<file path="src/rtl/imem_loader_pkg.sv">
// rtl/imem_loader_pkg.sv - processor constants shared by the loader and processor top
package imem_loader_pkg;

    typedef enum logic [1:0] {
        ST_IDLE = 2'd0,
        ST_LOAD = 2'd1,
        ST_HOLD = 2'd2,
        ST_RUN  = 2'd3
    } state_t;

    localparam int HOLD_CYC_DEFAULT = 2;

endpackage

</file>
<file path="src/rtl/imem_loader.sv">
// rtl/imem_loader.sv - streams a host program into instruction memory, then releases cpu reset
module imem_loader
    import imem_loader_pkg::*;
#(
    parameter int ADDR_W   = 3,
    parameter int DATA_W   = 8,
    parameter int HOLD_CYC = HOLD_CYC_DEFAULT
) (
    input  logic              clk,
    input  logic              reset,
    input  logic              start,
    input  logic              in_valid,
    input  logic [DATA_W-1:0] in_data,
    input  logic              in_last,
    output logic              in_ready,
    output logic              mem_we,
    output logic [ADDR_W-1:0] mem_addr,
    output logic [DATA_W-1:0] mem_wdata,
    output logic              cpu_reset,
    output logic              done,
    output logic              overflow,
    output logic [ADDR_W:0]   word_count
);

    localparam int                CNT_W     = (HOLD_CYC > 1) ? $clog2(HOLD_CYC) : 1;
    localparam logic [ADDR_W-1:0] LAST_ADDR = '1;
    localparam logic [CNT_W-1:0]  HOLD_LAST = CNT_W'((HOLD_CYC > 0) ? HOLD_CYC - 1 : 0);
    localparam state_t            END_ST    = (HOLD_CYC > 0) ? ST_HOLD : ST_RUN;

    state_t            state;
    logic [ADDR_W-1:0] ptr;
    logic [CNT_W-1:0]  hold_cnt;
    logic              accept;

    // in_ready is registered and high exactly while in LOAD; start wins over a word
    assign accept = in_valid && in_ready && !start;

    always_ff @(posedge clk) begin
        if (!reset) begin
            state      <= ST_IDLE;
            ptr        <= '0;
            hold_cnt   <= '0;
            in_ready   <= 1'b0;
            mem_we     <= 1'b0;
            mem_addr   <= '0;
            mem_wdata  <= '0;
            cpu_reset  <= 1'b1;
            done       <= 1'b0;
            overflow   <= 1'b0;
            word_count <= '0;
        end else begin
            mem_we <= 1'b0;
            if (start) begin
                state      <= ST_LOAD;
                ptr        <= '0;
                hold_cnt   <= '0;
                in_ready   <= 1'b1;
                cpu_reset  <= 1'b1;
                done       <= 1'b0;
                overflow   <= 1'b0;
                word_count <= '0;
            end else begin
                case (state)
                    ST_IDLE: begin
                        in_ready <= 1'b0;
                    end
                    ST_LOAD: begin
                        if (accept) begin
                            mem_we     <= 1'b1;
                            mem_addr   <= ptr;
                            mem_wdata  <= in_data;
                            word_count <= word_count + 1'b1;
                            if (ptr != LAST_ADDR) begin
                                ptr <= ptr + 1'b1;
                            end
                            // the top address ends the load even without in_last; no wrap
                            if (in_last || ptr == LAST_ADDR) begin
                                state    <= END_ST;
                                in_ready <= 1'b0;
                                hold_cnt <= '0;
                                if (!in_last) begin
                                    overflow <= 1'b1;
                                end
                                if (HOLD_CYC == 0) begin
                                    cpu_reset <= 1'b0;
                                    done      <= 1'b1;
                                end
                            end
                        end
                    end
                    ST_HOLD: begin
                        if (hold_cnt == HOLD_LAST) begin
                            state     <= ST_RUN;
                            cpu_reset <= 1'b0;
                            done      <= 1'b1;
                        end else begin
                            hold_cnt <= hold_cnt + 1'b1;
                        end
                    end
                    ST_RUN: begin
                        in_ready <= 1'b0;
                    end
                    default: begin
                        state <= ST_IDLE;
                    end
                endcase
            end
        end
    end

endmodule

</file>
<file path="config.mk">
export PLATFORM = sky130hd
export DESIGN_NAME = imem_loader
export DESIGN_NICKNAME = d
export VERILOG_FILES = /design/src/rtl/imem_loader_pkg.sv /design/src/rtl/imem_loader.sv
export SDC_FILE = /design/constraint.sdc
export NUM_CORES = 1
export LEC_CHECK = 0
export CORE_MARGIN = 2
export CORE_UTILIZATION = 30
export DETAILED_ROUTE_END_ITERATION = 10
export PLACE_DENSITY = 0.54
export SLEW_MARGIN = 5
export SYNTH_ARGS = -nofsm -noshare
export SYNTH_HDL_FRONTEND = slang
export SYNTH_SLANG_ARGS = --single-unit
</file>
<file path="constraint.sdc">
create_clock -name clk -period 1.6 [get_ports clk]
set_input_delay 0.32 -clock clk [delete_from_list [all_inputs] [get_ports clk]]
set_output_delay 0.32 -clock clk [all_outputs]
set_load 0.005 [all_outputs]
</file>
==> results.tsv, run 1 <==
metric	value	unit
fmax	659	MHz
cts bufs inserted	3	
Peak supply drop	418	uV
Slew @ Worst Pin	265	ps
Synth Warn #	0	
total negative slack	0	ps
multi-input logic area	554	sq um
filler cell count	373	
sw frac	22.4	%
Crit Path Max Fanout	4	
Final Non-Filler Cells	215	
P_int	903	uW
clock group share of total power	31.7	%
GR Util All Layers	12.4	%
fraction of layout cells with a size suffix above 1	11.4	%
Design Area, Final	1630	sq um
Die Area	4300	sq um
Final min period	1520	ps
worst clock skew	2.30	ps
Worst R2R Setup Slack	130	ps
Bufs and invs on worst path	1	
Worst Path Required	1280	ps
H-tree depth	1	
most frequent cells in the layout	clkdlybuf4s50_1 (32), nand2_1 (29), dfxtp_1 (25)	
period utilisation layout	94.8	%
row cnt	22	
CP peak stage delay	520	ps
pwr/cell area	713	nW/um^2
Avg Inst Size Synth	8.81	sq um
Max stage delay cell, worst path	clkdlybuf4s50_1	
number of top-level design ports	33	
routability cong.	0.799	
Cell Chain, Critical Path	clkdlybuf4s50_1	
largest net degree at the start of global routing	18	
initial antenna violation count	0	
WHS Path Cells	2	
Clock Sinks	26	
drt via density	4.66	
hold path start	mem_wdata[3]$_SDFFE_PN0P_	
Worst Reg-to-Reg Cells	5	
Worst path top cell family by delay	buffers and inverters	
first-pass iteration count of the detailed router	4	
Skew-Pair Late Insertion Delay	270	ps
# diodes	0	
Buffers on Ports	32	
CTS Hold Bufs	0	
post-synth cell types	30	
Worst Setup Start Kind	register	
grt ovf	0	
Routed met2 length	1160	um
Leak	0.604	nW
Setup Viol. Count Final	0	
commonest non-fill, non-tap cell in the layout	clkdlybuf4s50_1	
wire length on met1	1190	um
Syn Inst Count	129	
R2R Path Start	ptr[0]$_SDFFE_PP0P_	
Seq cells post-synth	26	
Max-Cap Viols	0	
RSZ-0062 raised after global routing	false	
CTS tree	done	
Arr. time, crit path	1200	ps
Register Area	522	sq um
R2R Path End	state[0]$_SDFFE_PN0P_	
met3 WL	100	um
Crit. End Element	primary output	
Net Count, Synth	147	
final wirelength	2470	um
detailed placement HPWL	1890	um
Die W	65.5	um
status	finished, final reports clean	
Core Box Area	3660	sq um
Remaining DRCs	0	
share of power burned in registers	57.2	%
Final ANT Viol Nets	0	
Root Buffer	clkbuf_8	
routed length per placed instance	11.5	um
Hold Path Sink	mem_wdata[3]$_SDFFE_PN0P_	
die height	65.5	um
Post-CTS Setup Bufs	0	
placed inst area	1570	sq um
crit path kind	reg -> out	
first-pass GRT wire length	4210	um
via count	1002	
vias in the first global route	943	
HP Class	reg -> reg	
Layout area overhead	43.6	%
Max-slew headroom	82.3	%
placed cell count	212	
max layer used	met4	
Max Root-Sink Buffers	2	
CTS clock-pin slew for the worst setup and hold paths	90	ps
Comb power frac	11.1	%
Hold Fails Final Rpt	0	
sequential share of the synthesized area	45.8	%
fin nets	187	
Initial Util	31.0	%
NetSw	260	uW
synthesized area	1140	sq um
Iteration-0 DRC Markers	24	
final core occ	44.6	%
Pins Over Slew Limit	0	
[cells in the mapped netlist]
library cell / n / share of area [%]
and4b_1: 1 / 0.88
inv_1: 7 / 2.3
o221ai_1: 1 / 0.77
nand3_1: 4 / 1.8
nand4b_2: 1 / 1.3
nand2_1: 29 / 9.6
a21boi_1: 8 / 5.3
o221a_2: 1 / 0.99
ha_1: 5 / 5.5
o21ai_0: 5 / 2.2
and2_1: 1 / 0.55
o21ai_1: 2 / 0.88
o21a_1: 1 / 0.66
or3_1: 3 / 1.7
o211ai_1: 1 / 0.66
nand3b_1: 1 / 0.66
a31oi_1: 2 / 1.1
buf_6: 3 / 3.0
a21oi_1: 7 / 3.1
o32ai_2: 1 / 1.4
buf_4: 1 / 0.66
a21o_1: 2 / 1.3
xnor2_1: 1 / 0.77
clkbuf_1: 4 / 1.3
o211a_1: 1 / 0.88
nand2b_1: 1 / 0.55
o22a_1: 1 / 0.77
nor2_1: 5 / 1.7
dfxtp_1: 26 / 46
a21boi_0: 3 / 2.0
[power groups by stage]
stage | sequential (mW) | combinational (mW) | clock (mW)
after floorplan | 0.676 | 0.0534 | 0
after global placement | 0.677 | 0.123 | 0
after detailed placement | 0.678 | 0.124 | 0
after CTS | 0.663 | 0.125 | 0.385
after global routing | 0.667 | 0.142 | 0.409
final | 0.665 | 0.129 | 0.369
[area by class of cell]
| class | instances | area share (%) |
|---|---|---|
| repair buffers | 43 | 26.2 |
| flip-flops and latches | 26 | 32.0 |
| well taps | 48 | 3.68 |
| clock buffers | 3 | 2.53 |
| inverters | 7 | 1.61 |
| multi-input cells | 88 | 34.0 |
[routing by layer]
| layer | track usage, % | up-vias |
|---|---|---|
| met2 | 20.4 | 19 |
| met5 | 0 | - |
| met3 | 2.23 | 2 |
| met1 | 16.5 | 462 |
| met4 | 3.91 | 0 |
| li1 | - | 519 |
[registers in the layout, summed over array words and instances, names as in the netlist]
signal	count
state	2
word_count	4
mem_addr	3
overflow	1
hold_cnt	1
mem_we	1
done	1
in_ready	1
ptr	3
cpu_reset	1
mem_wdata	8
[worst max-delay path by stage]
stage	start	endpoint	slack (ps)	depth (start not counted)
floorplan	ptr[0]$_SDFFE_PP0P_	state[0]$_SDFFE_PN0P_	120	6
detailed placement	start	word_count[3]$_SDFFE_PP0P_	-180	4
global placement	start	word_count[3]$_SDFFE_PP0P_	-140	4
finish	word_count[0]$_SDFFE_PP0P_	word_count[0]	80	1
CTS	in_ready$_SDFFE_PN0P_	in_ready	30	1
global route	ptr[0]$_SDFFE_PP0P_	state[0]$_SDFFE_PN0P_	10	5
[through the flow]
stage	total power, mW	worst slack (ps)	hold slack [ps]
floorplan	0.730	120	435
global placement	0.801	-143	438
detailed placement	0.802	-175	450
CTS	1.17	33.1	462
global route	1.22	11.3	474
finish	1.16	83.5	457
[timing repair]
item / 4_1_cts / 5_1_grt
setup endpoints to repair: 0 / 13
resized for setup: 0 / 4
endpoints found under the hold margin: 0 / 0
[cell families (layout without fill, tap and decap cells)]
family,Yosys count,count (layout),share of synthesized area (%)
AOI/OAI and AO/OA,36,36,22.0
xor gates and xnor gates,1,1,0.771
adders and majority gates,5,5,5.51
buffers and inverters,15,53,7.27
DFF,26,26,45.8
and+or+nand+nor,46,46,18.6
No activity file was read; power rests on OpenSTA's default activity.
==> inputs of run 2 (changes only) <==
- CORE_UTILIZATION: 30 -> 46
- CTS_BUF_LIST: default -> sky130_fd_sc_hd__clkbuf_8 sky130_fd_sc_hd__clkbuf_16
- PLACE_DENSITY: 0.54 -> 0.77
==> run 2 against run 1 <==
  * Clock skew fell by 1.9 ps
  * Count of clock-buffer cells in the layout rose by 1
  * Non-clock buffer count fell by 2
  * Critical endpoint is now ptr[0]$_SDFFE_PP0P_
  * Register-to-register slack got worse by 60 ps
  * Design area fell by 2.8%
  * Routed wire length rose by 7.7%
  * Clock power rose by 14%
  * Via count rose by 5.4%
==> results.tsv, run 2 (synthesis gave the netlist of run 1 again) <==
metric	value	unit	change
Root Buffer	clkbuf_8		
first-pass iteration count of the detailed router	5		+1
number of top-level design ports	33		unchanged
Min Hold Slack	460	ps	+3.63 ps
Worst Path Required	1800	ps	+520 ps
worst clock skew	0.394	ps	-1.91 ps
fmax	654	MHz	-0.84%
Max-Cap Viols	0		unchanged
die height	53.7	um	-18%
grt ovf	0		unchanged
Crit Path Max Fanout	6		+2
Hold Fails Final Rpt	0		unchanged
Final ANT Viol Nets	0		unchanged
Pins Over Slew Limit	0		unchanged
routed length per placed instance	13.6	um	+18%
CTS Hold Bufs	0		unchanged
first-pass GRT wire length	4340	um	+3.1%
initial antenna violation count	0		unchanged
routability cong.	0.782		-2.2%
Layout area overhead	39.5	%	
drt via density	5.39		+16%
Design Area, Final	1590	sq um	-2.8%
Arr. time, crit path	1730	ps	+530 ps
Peak supply drop	889	uV	+110%
final wirelength	2660	um	+7.7%
fraction of layout cells with a size suffix above 1	10.8	%	-0.53 points
Die W	53.7	um	-18%
# diodes	0		unchanged
pwr/cell area	759	nW/um^2	+6.4%
Largest Register	mem_wdata		
WHS Path Cells	1		-1
Worst R2R Setup Slack	70	ps	-60 ps
detailed placement HPWL	1970	um	+4.1%
most frequent cells in the layout	clkdlybuf4s50_1 (32), nand2_1 (29), dfxtp_1 (25)		
row cnt	18		-18%
largest net degree at the start of global routing	18		unchanged
top flop regs	mem_wdata x8, word_count x4		
RSZ-0062 raised after global routing	false		
HP Class	reg -> reg		
Leak	0.590	nW	-2.2%
Final min period	1530	ps	+12.8 ps
Worst Setup Start Kind	register		
Max-slew headroom	83.7	%	+1.4 points
Max Root-Sink Buffers	2		unchanged
commonest non-fill, non-tap cell in the layout	clkdlybuf4s50_1		
Setup Viol. Count Final	0		unchanged
PostCTS Resize Cnt	0		unchanged
Skew-Pair Late Insertion Delay	270	ps	about the same
Buffers on Ports	32		unchanged
via count	1056		+5.4%
CTS clock-pin slew for the worst setup and hold paths	90	ps	about the same
Initial Util	47.1	%	+16 points
fin nets	185		-1.1%
Crit. End Element	register		
Die Area	2880	sq um	-33%
Post-CTS Setup Bufs	0		unchanged
cts bufs inserted	3		unchanged
Worst Reg-to-Reg Cells	5		unchanged
Iteration-0 DRC Markers	29		+21%
Largest register FFs	8		unchanged
Clock Sinks	26		unchanged
Core Box Area	2410	sq um	-34%
CTS tree	done		
filler cell count	205		-45%
crit path kind	reg -> reg		
GR Util All Layers	20.9	%	+8.5 points
period utilisation layout	95.6	%	+0.80 points
placed inst area	1520	sq um	-3.2%
H-tree depth	1		unchanged
vias in the first global route	974		+3.3%
Remaining DRCs	0		unchanged
status	finished, final reports clean		
Slew @ Worst Pin	245	ps	-20.2 ps
## run 2: changes by cell type in the layout (fill, tap and decap cells not counted)
cell      before  now
ha_2           0    1
clkbuf_8       3    4
buf_12         2    1
ha_4           1    0
buf_4          9    8
## run 2: final cells by class
| type | count | area (sq um) | share of cell area, % |
|---|---|---|---|
| flip-flops and latches | 26 | 522 | 32.9 |
| clock buffers | 4 | 55.1 | 3.47 |
| repair buffers | 41 | 400 | 25.3 |
| multi-input cells | 88 | 544 | 34.3 |
| well taps | 30 | 37.5 | 2.37 |
| inverters | 7 | 26.3 | 1.66 |
## run 2: worst paths after layout
| path | from | end |
|---|---|---|
| hold reg to reg | cpu_reset$_SDFFE_PP1P_ | cpu_reset$_SDFFE_PP1P_ |
| setup / recovery | ptr[0]$_SDFFE_PP0P_ | ptr[0]$_SDFFE_PP0P_ |
| hold / removal | cpu_reset$_SDFFE_PP1P_ | cpu_reset$_SDFFE_PP1P_ |
| setup reg to reg | ptr[0]$_SDFFE_PP0P_ | ptr[0]$_SDFFE_PP0P_ |
## run 2: critical path, cell delays in order, from the launching register on
cell and delay [ps]:
dfxtp_1 350, ha_1 230, ha_2 210, buf_4 160, or3_1 340, a21oi_1 160
## run 2: metrics by stage
| step | util [%] | setup TNS, ps | instances | setup WS, ps | power [mW] |
|---|---|---|---|---|---|
| 2_1_floorplan | - | 0 | 129 | 120 | 0.730 |
| 3_3_place_gp | 63.0 | -109 | 192 | -20.5 | 0.790 |
| 3_5_place_dp | 63.0 | -682 | 192 | -114 | 0.795 |
| 4_1_cts | 65.3 | 0 | 196 | 32.6 | 1.21 |
| 5_1_grt | 65.8 | 0 | 196 | 31.4 | 1.25 |
| 6_report | 65.8 | 0 | 196 | 70.7 | 1.20 |
## run 2: report_power, final
part	total [mW]	switching [mW]	internal, mW
clock	0.419	0.200	0.220
combinational	0.121	0.0505	0.0701
sequential	0.663	0.00777	0.655
## run 2: routing by layer
layer | vias up | track usage (%) | share of wire, %
li1 | 515 | - | -
met2 | 35 | 37.8 | 53
met1 | 502 | 24.3 | 41
met3 | 4 | 5.00 | 4.6
met4 | 0 | 5.56 | 0.98
met5 | - | 0 | 0
==> inputs of run 3 (changes only) <==
- CAP_MARGIN: default -> 5
==> results of run 3 <==
Final layout, timing and power as in run 2 (identical DEF).
==> edit: new RTL, flow settings as in run 1 <==
Encoding of `state_t`: now Gray code (2 bits for 4 states).
--- a/src/rtl/imem_loader_pkg.sv
+++ b/src/rtl/imem_loader_pkg.sv
@@ -2,10 +2,10 @@
 package imem_loader_pkg;
 
     typedef enum logic [1:0] {
-        ST_IDLE = 2'd0,
-        ST_LOAD = 2'd1,
-        ST_HOLD = 2'd2,
-        ST_RUN  = 2'd3
+        ST_IDLE = 2'b00,
+        ST_LOAD = 2'b01,
+        ST_HOLD = 2'b11,
+        ST_RUN  = 2'b10
     } state_t;
 
     localparam int HOLD_CYC_DEFAULT = 2;
Function: no difference found for any inputs over 10 cycles, from zero or initial values and one cycle with reset low; not proved beyond that.
==> edit against run 1 <==
Worst setup slack worse by 0.034 ns; cell count fell by 4.2%; routed wire length grew 1.1%; non-clock buffer count rose by 1; total power down 11%; sequential share of layout area rose by 1.4 points; global-route usage up 0.36 points; final area is 4.1% lower; area after synthesis decreased by 5.9%; core utilization increased by 1.6 points; sequential cell count is the same; critical path depth stayed put; largest cell class unchanged.
==> edit: results (changes against run 1) <==
Drt
  – Post-Route M1 WL: 1149 um (was 1191 um)
  – Post-DR vias/cell: 4.655 (was 4.660)
  – Highest routed layer: met3 (was met4)
  – Wirelength per Cell: 12.13 um (was 11.50 um)
  – Met3 wire length: 52 um (was 100 um)

Setup path
  – Reg-to-Reg End: word_count[3] (was state[0])
  – RR Startpoint: state[0] (was ptr[0])
  – Crit path DAT: 1.23 ns (was 1.20 ns)
  – R2R Setup Slk: 0.07 ns (was 0.13 ns)

Clock network
  – CTS clock-pin slew for the worst setup and hold paths: 0.13 ns (was 0.09 ns)
  – Root Buffer: clkbuf_4 (was clkbuf_8)

Layout
  – NumNets Final: 178 (was 187)
  – Area of the multi-input gates: 533.0 sq um (was 554.3 sq um)
  – Post-Layout Cell Count: 206 (was 215)
  – Fillers: 324 (was 373)

Yosys
  – Syn Area/Cell: 9.055 sq um (was 8.807 sq um)
  – Post-Synth XOR/XNOR Area: 0% (was 0.7709%)
  – Commonest cells post-synth: 26 x dfxtp_1, 26 x nand2_1, 11 x a21oi_1, 11 x mux2i_1, 6 x nand3_1 (was 29 x nand2_1, 26 x dfxtp_1, 8 x a21boi_1)
  – Multiplexer share of the synthesized area: 10.30% (was 0%)
  – Distinct cells, synth: 25 (was 30)
  – Post-Synth Adder-Cell Area: 3.513% (was 5.507%)
  – Synth Area in Compound Gates: 11.48% (was 22.03%)

Timing
  – Max-slew headroom: 72.89% (was 82.29%)
  – Skew final: 0.005169 ns (was 0.002302 ns)

Run status
  – Outcome: completed (unchanged)

GRT
  – Largest net degree at the start of global routing: 14 (was 18)
  – Tot GR Track Use: 12.79% (was 12.43%)
  – First-pass GRT wire length: 4140 um (was 4209 um)

Power
  – Max IR drop VDD: 303.9 uV (was 417.9 uV)
  – P_leak: 0.5627 nW (was 0.6035 nW)

Hold path
  – Hold Crit Start: cpu_reset (was mem_wdata[3])
  – Hold Path Sink: cpu_reset (was mem_wdata[3])

Placed design
  – Dpl hpwl: 1876 um (was 1893 um)
  – Placed cell area: 0.001519 sq mm (was 0.001568 sq mm)
  – Routability cong.: 0.8406 (was 0.7993)
-- edit: metrics by stage --
step | hold WS, ns | worst slack, ns | setup TNS [ns]
floorplan | 0.4345 | 0.1534 | 0
global placement | 0.4367 | -0.3222 | -4.208
detailed placement | 0.4405 | -0.3579 | -4.454
CTS | 0.4605 | 0.01484 | 0
global route | 0.4864 | 0.005342 | 0
finish | 0.4572 | 0.04969 | 0
-- edit: cells by family (layout without fill, tap and decap cells) --
| group | after synthesis | after routing |
|---|---|---|
| flops | 26 | 26 |
| mux | 11 | 11 |
| simple gates | 50 | 51 |
| fa+ha+maj | 3 | 3 |
| buf+inv | 7 | 48 |
| compound gates | 21 | 21 |
-- edit: per-layer routing --
| layer | track usage [%] | vias up |
|---|---|---|
| met3 | 1.607 | 0 |
| met4 | 4.891 | 0 |
| met2 | 22.63 | 14 |
| li1 | - | 499 |
| met1 | 15.66 | 446 |
| met5 | 0 | - |
-- edit: layout make-up --
cell class,count,area share [%]
multi-input cells,86,34.08
flip-flops and latches,26,33.36
repair buffers,44,27.20
well taps,46,3.680
clock buffers,3,1.440
inverters,1,0.2400
-- edit: worst max-delay path by stage --
| stage | startpoint | endpoint | slack [ns] | depth (start not counted) |
|---|---|---|---|---|
| final | word_count[1] | word_count[1] | 0.05 | 1 |
| after global routing | word_count[1] | word_count[1] | 0.005 | 1 |
| after CTS | start | word_count[3] | 0.01 | 4 |
| after detailed placement | start | word_count[3] | -0.36 | 4 |
| after global placement | start | word_count[3] | -0.32 | 4 |
| after floorplan | state[0] | word_count[3] | 0.15 | 3 |
-- edit: power groups by stage --
stage               Clock (mW)  Sequential (mW)  Combinational (mW)
floorplan                    0            0.674              0.0421
global placement             0            0.672               0.112
detailed placement           0            0.672               0.113
CTS                      0.284            0.658               0.113
global route             0.308            0.660               0.127
finish                   0.263            0.658               0.115
